**config.mk**
```make
export PLATFORM = sky130hd
export DESIGN_NAME = game_sequencer
export DESIGN_NICKNAME = d
export VERILOG_FILES = /design/src/rtl/game_pkg.sv /design/src/rtl/game_lfsr.sv /design/src/rtl/game_sequencer.sv
export SDC_FILE = /design/constraint.sdc
export NUM_CORES = 1
export LEC_CHECK = 0
export ABC_AREA = 0
export CAP_MARGIN = 15
export CORE_MARGIN = 1.5
export CORE_UTILIZATION = 43
export DETAILED_ROUTE_END_ITERATION = 8
export GPL_TIMING_DRIVEN = 1
export HOLD_SLACK_MARGIN = 0.12
export PLACE_DENSITY = 0.65
export SETUP_SLACK_MARGIN = 0.02
export SYNTH_ARGS = -nofsm -noshare
export SYNTH_HDL_FRONTEND = slang
export SYNTH_HIERARCHICAL = 1
export SYNTH_SLANG_ARGS = --single-unit
```
**constraint.sdc**
```tcl
create_clock -name clk -period 2.4 [get_ports clk]
set_input_delay 0.36 -clock clk [delete_from_list [all_inputs] [get_ports clk]]
set_output_delay 0.36 -clock clk [all_outputs]
set_load 0.01 [all_outputs]
```
**src/rtl/game_pkg.sv**
```systemverilog
// game_pkg: shared state type, width helpers, LFSR taps and default durations for game_sequencer.
package game_pkg;
  typedef enum logic [2:0] {S_IDLE, S_SHOW, S_ARM, S_WIN, S_LOSE} state_t;
  localparam int DEF_CODE_W = 5;
  localparam int DEF_SHOW_S = 5;
  localparam int DEF_LIMIT_S = 20;
  localparam int DEF_LEVEL_STEP_S = 2;
  localparam int DEF_MIN_S = 6;
  localparam int DEF_PENALTY_S = 3;
  localparam int DEF_HOLD_S = 3;
  localparam int DEF_MAX_LEVEL = 7;
  function automatic int sec_width(input int a, input int b, input int c);
    int m;
    m = a > b ? a : b;
    m = m > c ? m : c;
    return m < 1 ? 1 : $clog2(m + 1);
  endfunction
  function automatic int lvl_width(input int m);
    return m < 1 ? 1 : $clog2(m + 1);
  endfunction
  // Arm window for a level, clamped to the floor without ever going negative.
  function automatic int arm_secs(input int lvl, input int limit, input int step, input int floor_s);
    int red;
    red = lvl * step;
    return (red >= limit || limit - red < floor_s) ? floor_s : limit - red;
  endfunction
  // Fibonacci feedback masks of primitive polynomials, bit n-1 set for tap n.
  function automatic logic [15:0] lfsr_taps(input int w);
    case (w)
      2: return 16'h0003;
      3: return 16'h0006;
      4: return 16'h000C;
      5: return 16'h0014;
      6: return 16'h0030;
      7: return 16'h0060;
      8: return 16'h00B8;
      9: return 16'h0110;
      10: return 16'h0240;
      11: return 16'h0500;
      12: return 16'h0829;
      13: return 16'h100D;
      14: return 16'h2015;
      15: return 16'h6000;
      default: return 16'hD008;
    endcase
  endfunction
endpackage

```
**src/rtl/game_lfsr.sv**
```systemverilog
// game_lfsr: free-running maximal-length Fibonacci LFSR, never reaches zero from a nonzero seed.
module game_lfsr import game_pkg::*; #(
  parameter int WIDTH = 5,
  parameter logic [WIDTH-1:0] SEED = 'h1
) (
  input  logic             clk,
  input  logic             rst_p,
  output logic [WIDTH-1:0] value
);
  localparam logic [WIDTH-1:0] TAPS = WIDTH'(lfsr_taps(WIDTH));
  logic [WIDTH-1:0] r_q;
  always_ff @(posedge clk) begin
    if (rst_p) r_q <= SEED;
    else r_q <= {r_q[WIDTH-2:0], ^(r_q & TAPS)};
  end
  assign value = r_q;
endmodule

```
**src/rtl/game_sequencer.sv**
```systemverilog
// game_sequencer: show/arm/result flow controller with countdown, penalty and difficulty levels.
// Define GAME_SEQ_AUTO_RESTART_EN to start the next round directly when the result hold expires.
module game_sequencer import game_pkg::*; #(
  parameter int CODE_W = DEF_CODE_W,
  parameter int SHOW_S = DEF_SHOW_S,
  parameter int LIMIT_S = DEF_LIMIT_S,
  parameter int LEVEL_STEP_S = DEF_LEVEL_STEP_S,
  parameter int MIN_S = DEF_MIN_S,
  parameter int PENALTY_S = DEF_PENALTY_S,
  parameter int HOLD_S = DEF_HOLD_S,
  parameter int MAX_LEVEL = DEF_MAX_LEVEL,
  parameter logic [CODE_W-1:0] SEED = 'h1,
  localparam int SEC_W = sec_width(SHOW_S, LIMIT_S, HOLD_S),
  localparam int LVL_W = lvl_width(MAX_LEVEL)
) (
  input  logic              clk,
  input  logic              rst_p,
  input  logic              enable,
  input  logic              start_btn,
  input  logic              tick,
  input  logic              entry_valid,
  input  logic              entry_ok,
  output logic [CODE_W-1:0] code,
  output logic              show_en,
  output logic              bomb_en,
  output logic              input_en,
  output logic              timer_en,
  output logic [SEC_W-1:0]  secs_left,
  output logic [LVL_W-1:0]  level,
  output logic              success,
  output logic              fail,
  output logic              sub_rst
);
  localparam logic [SEC_W-1:0] SHOW_T = SEC_W'(SHOW_S);
  localparam logic [SEC_W-1:0] HOLD_T = SEC_W'(HOLD_S);
  localparam logic [SEC_W-1:0] ONE_S = SEC_W'(1);
  localparam logic [LVL_W-1:0] LVL_MAX = LVL_W'(MAX_LEVEL);
  state_t r_state, w_next;
  logic [SEC_W-1:0] r_secs, w_secs, w_arm;
  logic [LVL_W-1:0] r_level, w_level;
  logic [CODE_W-1:0] r_code, w_lfsr;
  logic r_sub_rst, r_start_q, r_en_q, w_load, w_start_edge;
  int w_dec;
  game_lfsr #(.WIDTH(CODE_W), .SEED(SEED)) u_lfsr (.clk(clk), .rst_p(rst_p), .value(w_lfsr));
  assign w_start_edge = start_btn & ~r_start_q;
  assign w_arm = SEC_W'(arm_secs(int'(r_level), LIMIT_S, LEVEL_STEP_S, MIN_S));
  always_ff @(posedge clk) begin
    if (rst_p) begin
      r_state <= S_IDLE;
      r_secs <= '0;
      r_level <= '0;
      r_code <= '0;
      r_sub_rst <= 1'b0;
      r_start_q <= 1'b0;
      r_en_q <= 1'b0;
    end else begin
      r_state <= w_next;
      r_secs <= w_secs;
      r_level <= w_level;
      r_code <= w_load ? w_lfsr : r_code;
      r_sub_rst <= w_load | (r_en_q & ~enable);
      r_start_q <= start_btn;
      r_en_q <= enable;
    end
  end
  // Correct entry wins over a same-cycle tick; a wrong entry stacks with it.
  always_comb begin
    w_next = r_state;
    w_secs = r_secs;
    w_level = r_level;
    w_load = 1'b0;
    w_dec = (entry_valid ? PENALTY_S : 0) + (tick ? 1 : 0);
    if (!enable) begin
      w_next = S_IDLE;
      w_secs = '0;
      w_level = '0;
    end else begin
      case (r_state)
        S_IDLE: if (w_start_edge) begin
          w_next = S_SHOW;
          w_secs = SHOW_T;
          w_load = 1'b1;
        end
        S_SHOW: if (tick) begin
          w_next = r_secs == ONE_S ? S_ARM : S_SHOW;
          w_secs = r_secs == ONE_S ? w_arm : r_secs - ONE_S;
        end
        S_ARM: if (entry_valid && entry_ok) begin
          w_next = S_WIN;
          w_secs = HOLD_T;
          w_level = r_level == LVL_MAX ? r_level : r_level + LVL_W'(1);
        end else if (int'(r_secs) <= w_dec) begin
          w_next = S_LOSE;
          w_secs = HOLD_T;
        end else w_secs = SEC_W'(int'(r_secs) - w_dec);
        default: if (tick) begin
          if (r_secs == ONE_S) begin
            w_level = r_state == S_LOSE ? '0 : r_level;
`ifdef GAME_SEQ_AUTO_RESTART_EN
            w_next = S_SHOW;
            w_secs = SHOW_T;
            w_load = 1'b1;
`else
            w_next = S_IDLE;
            w_secs = '0;
`endif
          end else w_secs = r_secs - ONE_S;
        end
      endcase
    end
  end
  always_comb begin
    show_en = r_state == S_SHOW;
    bomb_en = r_state == S_SHOW || r_state == S_ARM;
    input_en = r_state == S_ARM;
    timer_en = r_state == S_ARM;
    success = r_state == S_WIN;
    fail = r_state == S_LOSE;
  end
  assign code = r_code;
  assign secs_left = r_secs;
  assign level = r_level;
  assign sub_rst = r_sub_rst;
endmodule

```
### After elaboration in Yosys (flattened, before gate mapping)

Index checks and enable logic that the tools add are counted.

| word-level totals | value |
|---|---|
| register bits after elaboration | 24 |
| latch bits | 0 |
| memory bits (writable) | 0 |
| ROM bits | 0 |
| input port bits | 7 |
| word-level logic and storage cells | 76 |
| memories kept | 0 |

| cells by class | value |
|---|---|
| add/subtract/negate cells | 5 |
| multiply operators | 0 |
| divide/modulo/power cells | 0 |
| order comparisons | 3 |
| eq/ne operators | 11 |
| shift operators | 0 |
| mux-type cells | 28 |
| bitwise gates (word level) | 6 |
| reductions and logical operators | 15 |

Operators with widths:

| operator | number |
|---|---|
| 2-to-1 mux 5 bit | 8 |
| 2-to-1 mux 3 bit | 11 |
| case mux 5 bit (3 select lines) | 1 |
| case mux 3 bit (3 select lines) | 1 |
| equality test 3 x 2 -> 1 bit, second input constant | 2 |
| equality test 3 bit, second input constant | 2 |
| less-than comparator 6 x 4 -> 1 bit, second input constant | 1 |
| inequality test 2 bit, second input constant | 3 |
| case mux 3 bit (2 select lines) | 1 |
| AND reduction 6 bit | 1 |
| nonzero test 2 bit | 3 |
| subtractor 5 x 4 -> 6 bit, first input constant | 1 |
| equality test 5 x 1 -> 1 bit, second input constant | 1 |
| >= comparator 4 x 5 -> 1 bit, second input constant | 1 |
| less-or-equal comparator 5 x 3 -> 1 bit | 1 |
| AND reduction 5 bit | 1 |
| XOR reduction 5 bit | 1 |
| subtractor 5 x 1 -> 5 bit, second input constant | 1 |
| subtractor 5 x 3 -> 5 bit | 1 |
| 2-to-1 mux 1 bit | 4 |
| 2-to-1 mux 2 bit | 2 |
| nonzero test 4 bit | 1 |
| OR reduction 2 bit | 2 |
| adder 2 x 1 -> 3 bit | 1 |
| other kinds (12) | 16 |

### Logic depth before layout (Yosys ltp)

| depth | value |
|---|---|
| depth after elaboration | 7 |
| gate-level depth with buffers | 10 |
| mapped depth without buffers | 10 |

### Modules after synthesis

The synthesis kept the hierarchy.

By module, submodules not included:

| module | times used | cells each | area an instance (um^2) | seq. area each (um^2) |
|---|---|---|---|---|
| game_sequencer | 1 | 155 | 1348.8 | 380.4 |
| game_lfsr | 1 | 11 | 142.6 | 100.1 |

### Worst setup path after synthesis

OpenSTA, ideal clock, no wires.

| path | value |
|---|---|
| path kind | input -> register |
| start point | input tick |
| end point | register r_secs[1], in the netlist secs_left[1] |
| setup time | 86 ps |
| arrival time | 1778 ps |
| data required time | 2314 ps |
| path slack | 536 ps |
| stages | 10 |
| cell sequence | inv_1 ha_1 inv_1 ha_1 inv_1 fa_1 a21oi_1 a31oi_1 nor3_1 a211oi_1 |

| on the way | value |
|---|---|
| cells in the longest elaborated chain, start to end | 6 |
| elaborated cells on any way between the ends | 10 |
| classes of those cells | add/sub (2); order compare (1); eq/ne (1); mux (4); reduce/logical (2) |

Ends and longest elaborated chain:

| item | RTL line | RTL |
|---|---|---|
| start: declaration | game_sequencer.sv:20 | `input logic tick,` |
| 2-to-1 mux 1 bit | game_sequencer.sv:72 | `w_dec = (entry_valid ? PENALTY_S : 0) + (tick ? 1 : 0);` |
| adder 2 x 1 -> 3 bit | game_sequencer.sv:72 |  |
| subtractor 5 x 3 -> 5 bit / less-or-equal comparator 5 x 3 -> 1 bit (equally long branches) | game_sequencer.sv:95, game_sequencer.sv:92 |  |
| 2-to-1 mux 5 bit | game_sequencer.sv:92 | `end else if (int'(r_secs) <= w_dec) begin` |
| 2-to-1 mux 5 bit | game_sequencer.sv:88 | `S_ARM: if (entry_valid && entry_ok) begin` |
| case mux 5 bit (3 select lines) | game_sequencer.sv:78 | `case (r_state)` |
| end signal: assignment | game_sequencer.sv:58 | `r_secs <= w_secs;` |
| end: declaration | game_sequencer.sv:39 | `logic [SEC_W-1:0] r_secs, w_secs, w_arm;` |

Several ways; a longest one is shown, not always the timed one.
A chain may end at the register's enable or synchronous reset.

### Worst setup path in the final report

Ends and elaborated chain as after synthesis.

==> results by group <==
Detailed routing
  – Detailed Routing Iterations Pass 1: 4
  – ANT nets after route: 0
  – DR vias/cell: ~5.3
  – Final wirelength: around 3500 µm
  – DRC viols: 0
  – Via count: between 1,000 and 1,500
  – Routed length per instance: 14.3 µm
  – 1st-iter DRT viols: 36

CTS
  – Clk root buf: clkbuf_4
  – CTS Buffer Depth: 2
  – Cts hold-fix bufs: 0
  – Clock-pin slew on the worst setup and hold paths: 0.14 ns
  – Htree depth: 1
  – CTS tree: built
  – Worst skew pair latency: 0.32 ns
  – Post-CTS Resized: 0
  – Post-CTS Setup Bufs: 0
  – Total CTS buffers: 3
  – Clock sinks: 24

Logic synthesis
  – Synth warn: 6
  – Post-synth top flop: dfxtp_1
  – Synth area leader: dfxtp_1
  – Synthesized cell area: 0.00149 mm²
  – Mux cell area share after synthesis: 0.0604
  – Yosys reg bits: 24
  – Post-Syn Nets: about 180
  – Simple-Gate Fraction of Synth Area: 0.232
  – Ranking of synthesized cells by area: dfxtp_1, ha_1, mux2i_1
  – Largest family of logic cells by synthesized area: simple AND/OR/NAND/NOR gates
  – Synth cell types: between 40 and 50
  – Post-synth EDFFs: 0
  – Mapped Cells: approximately 170
  – Synth Area in Compound Gates: 0.206
  – Synth Area in Adders: 0.0973
  – Xor and xnor fraction of the mapped netlist area: 0.0176
  – Asr flop ratio synth: 0
  – Mean Syn Cell Area: 8.98 µm²
  – Post-synthesis sequential area ratio: 0.322
  – Top cell type's share of synthesized area: 0.322

Die
  – Core Rows: 21
  – Full die area: 0.00383 mm²
  – CORE AREA: ~0.0033 mm²
  – Initial Utilization: 0.447
  – Die Ht: 61.9 µm
  – Num ports: 27
  – DIE WIDTH: slightly above 60 µm

Setup path
  – Crit-path max cell delay: between 0.5 and 0.6 ns
  – Critical path cell sequence: clkdlybuf4s50_1 > inv_1 > ha_1 > inv_1 > ha_1 > inv_1 > fa_1 > a21oi_1 > a31oi_1 > nor3_1 > a211oi_1
  – CP startpoint: tick
  – Crit Path Max Fanout: 3
  – Critical path type: in -> reg
  – Worst path bufs/invs: 4
  – Worst R2R Setup Slack: roughly 0.47 ns
  – Worst r2r src: secs_left[2]
  – Crit start category: primary input
  – Req. time, crit path: approximately 2.6 ns
  – CP Data Arrival Time: approximately 2.5 ns
  – Crit path max-delay cell type: clkdlybuf4s50_1
  – Cell family with most CP delay: adder cells
  – FF-to-FF path depth: 6
  – CP endpoint kind: register
  – CP dominant cell by count: inv_1
  – Critical R2R Capture: secs_left[2]

Placement
  – Setup WS pre-CTS: -0.123 ns
  – I/O Buffers: 26
  – Final Wtd Congestion: about 0.84
  – Post-DP HPWL: roughly 2700 µm
  – Cell Area, Placed: about 0.0018 mm²

Min path
  – Min-Delay Path Class: reg -> reg
  – Hold path depth: 1
  – Hold EP: u_lfsr/value[4]
  – Worst hold start: u_lfsr/value[3]

STA
  – Final setup vio count: 0
  – Min Clock Period, post-route: 2.23 ns
  – Worst slew pin tran: approximately 0.55 ns
  – Final Max Tran Viols: 0
  – Max Clock Skew: around 0.0037 ns
  – Hold Vio Cnt, Final: 0
  – Worst setup margin: approximately 0.17 ns
  – Max Freq: 448 MHz
  – Fin Hold WS: ~0.48 ns
  – RSZ-0062 raised after global routing: false
  – Slew HR: 0.630
  – Fin crit share: 0.929

Global route
  – Initial antenna violation count: 0
  – Congestion Overflow GR: 0
  – Gr usage total: 0.206
  – Global-route wire length before repair: around 6000 µm
  – Pin count of the biggest net entering global routing: 15
  – Vias in the first global route: between 1,000 and 1,500

Power and ir drop
  – Power Density: between 400 and 500 mW/mm²
  – VDD IR max: about 0.37 mV
  – Leakage power: roughly 0.8 nW

Final layout
  – Final core utilization: 0.566
  – Share of cells above drive strength 1: 0.136
  – Final Net Count: between 200 and 250
  – Post-route cell area: 0.00189 mm²
  – Diode count: 0
  – P&R area growth vs syn: 26.7%

Job
  – MaxCap Viol Count: 0

Run status
  – Status: completed
## flip-flops by register name (all words and copies together), names as in the netlist
name	cells
code	5
secs_left	5
u_lfsr/value	5
level	3
r_state	3
r_en_q	1
r_start_q	1
sub_rst	1
## Yosys cell counts, types with 2 or more instances
cell,number
nand2_1,10
buf_2,2
nand2b_1,3
nor3_1,3
inv_1,10
ha_1,10
nor2b_1,6
a211o_1,2
buf_4,2
o21ai_0,10
clkbuf_1,2
a21oi_1,12
mux2i_1,9
buf_6,2
nand3b_1,2
o32ai_1,2
nand3_1,6
dfxtp_1,24
xnor2_1,2
a31oi_1,2
nor2_1,17
nor3b_1,2
## how the worst max path moves through the flow
| stage | to | cells after the start |
|---|---|---|
| after floorplan | secs_left[1] | 10 |
| after global placement | secs_left[1] | 11 |
| after detailed placement | secs_left[1] | 11 |
| after CTS | bomb_en | 4 |
| after global routing | secs_left[4] | 11 |
| final | secs_left[1] | 11 |
## final cells by class
| cell class | instances | area, µm² |
|---|---|---|
| Multi-Input combinational cell | 123 | 915 |
| Fill cell | 336 | 1450 |
| Timing Repair Buffer | 37 | 343 |
| Clock buffer | 3 | 22.5 |
| Tap cell | 46 | 57.6 |
| Clock inverter | 1 | 30.0 |
| Sequential cell | 24 | 480 |
| Inverter | 11 | 41.3 |
## cell usage in the layout (no fill, tap or decap), types with 2 or more instances in the layout
master,count
a211o_1,2
a21oi_1,12
a31oi_1,2
buf_4,11
clkbuf_4,3
clkdlybuf4s50_1,26
dfxtp_1,24
ha_1,10
inv_1,10
mux2i_1,9
nand2_1,10
nand2b_1,3
nand3_1,6
nand3b_1,2
nor2_1,17
nor2b_1,6
nor3_1,3
nor3b_1,2
o21ai_0,10
o32ai_1,2
xnor2_1,2
## metal layers
metal,GRT usage,share of wire,vias up
met4,0.0790,0.012,0
met2,0.346,0.49,28
met1,0.265,0.45,610
met5,0,0,-
li1,-,-,651
met3,0.0352,0.043,4
## metrics by stage
step / power (mW) / instances / setup TNS [ns]
floorplan: 0.551 / 166 / 0
global placement: 0.620 / 241 / -0.168
detailed placement: 0.624 / 241 / -0.534
CTS: 0.919 / 245 / 0
global route: 0.960 / 245 / 0
finish: 0.914 / 245 / 0
## power breakdown
part	switching (mW)	internal, mW
sequential	0.0119	0.412
combinational	0.100	0.0931
clock	0.127	0.169
## logic make-up after synthesis
kind of cell / Yosys count
buf+inv: 19
compound gates: 40
mux: 9
xor+xnor: 3
flops: 24
fa+ha+maj: 11
simple gates: 60
Power figures use the tool's default switching activity.
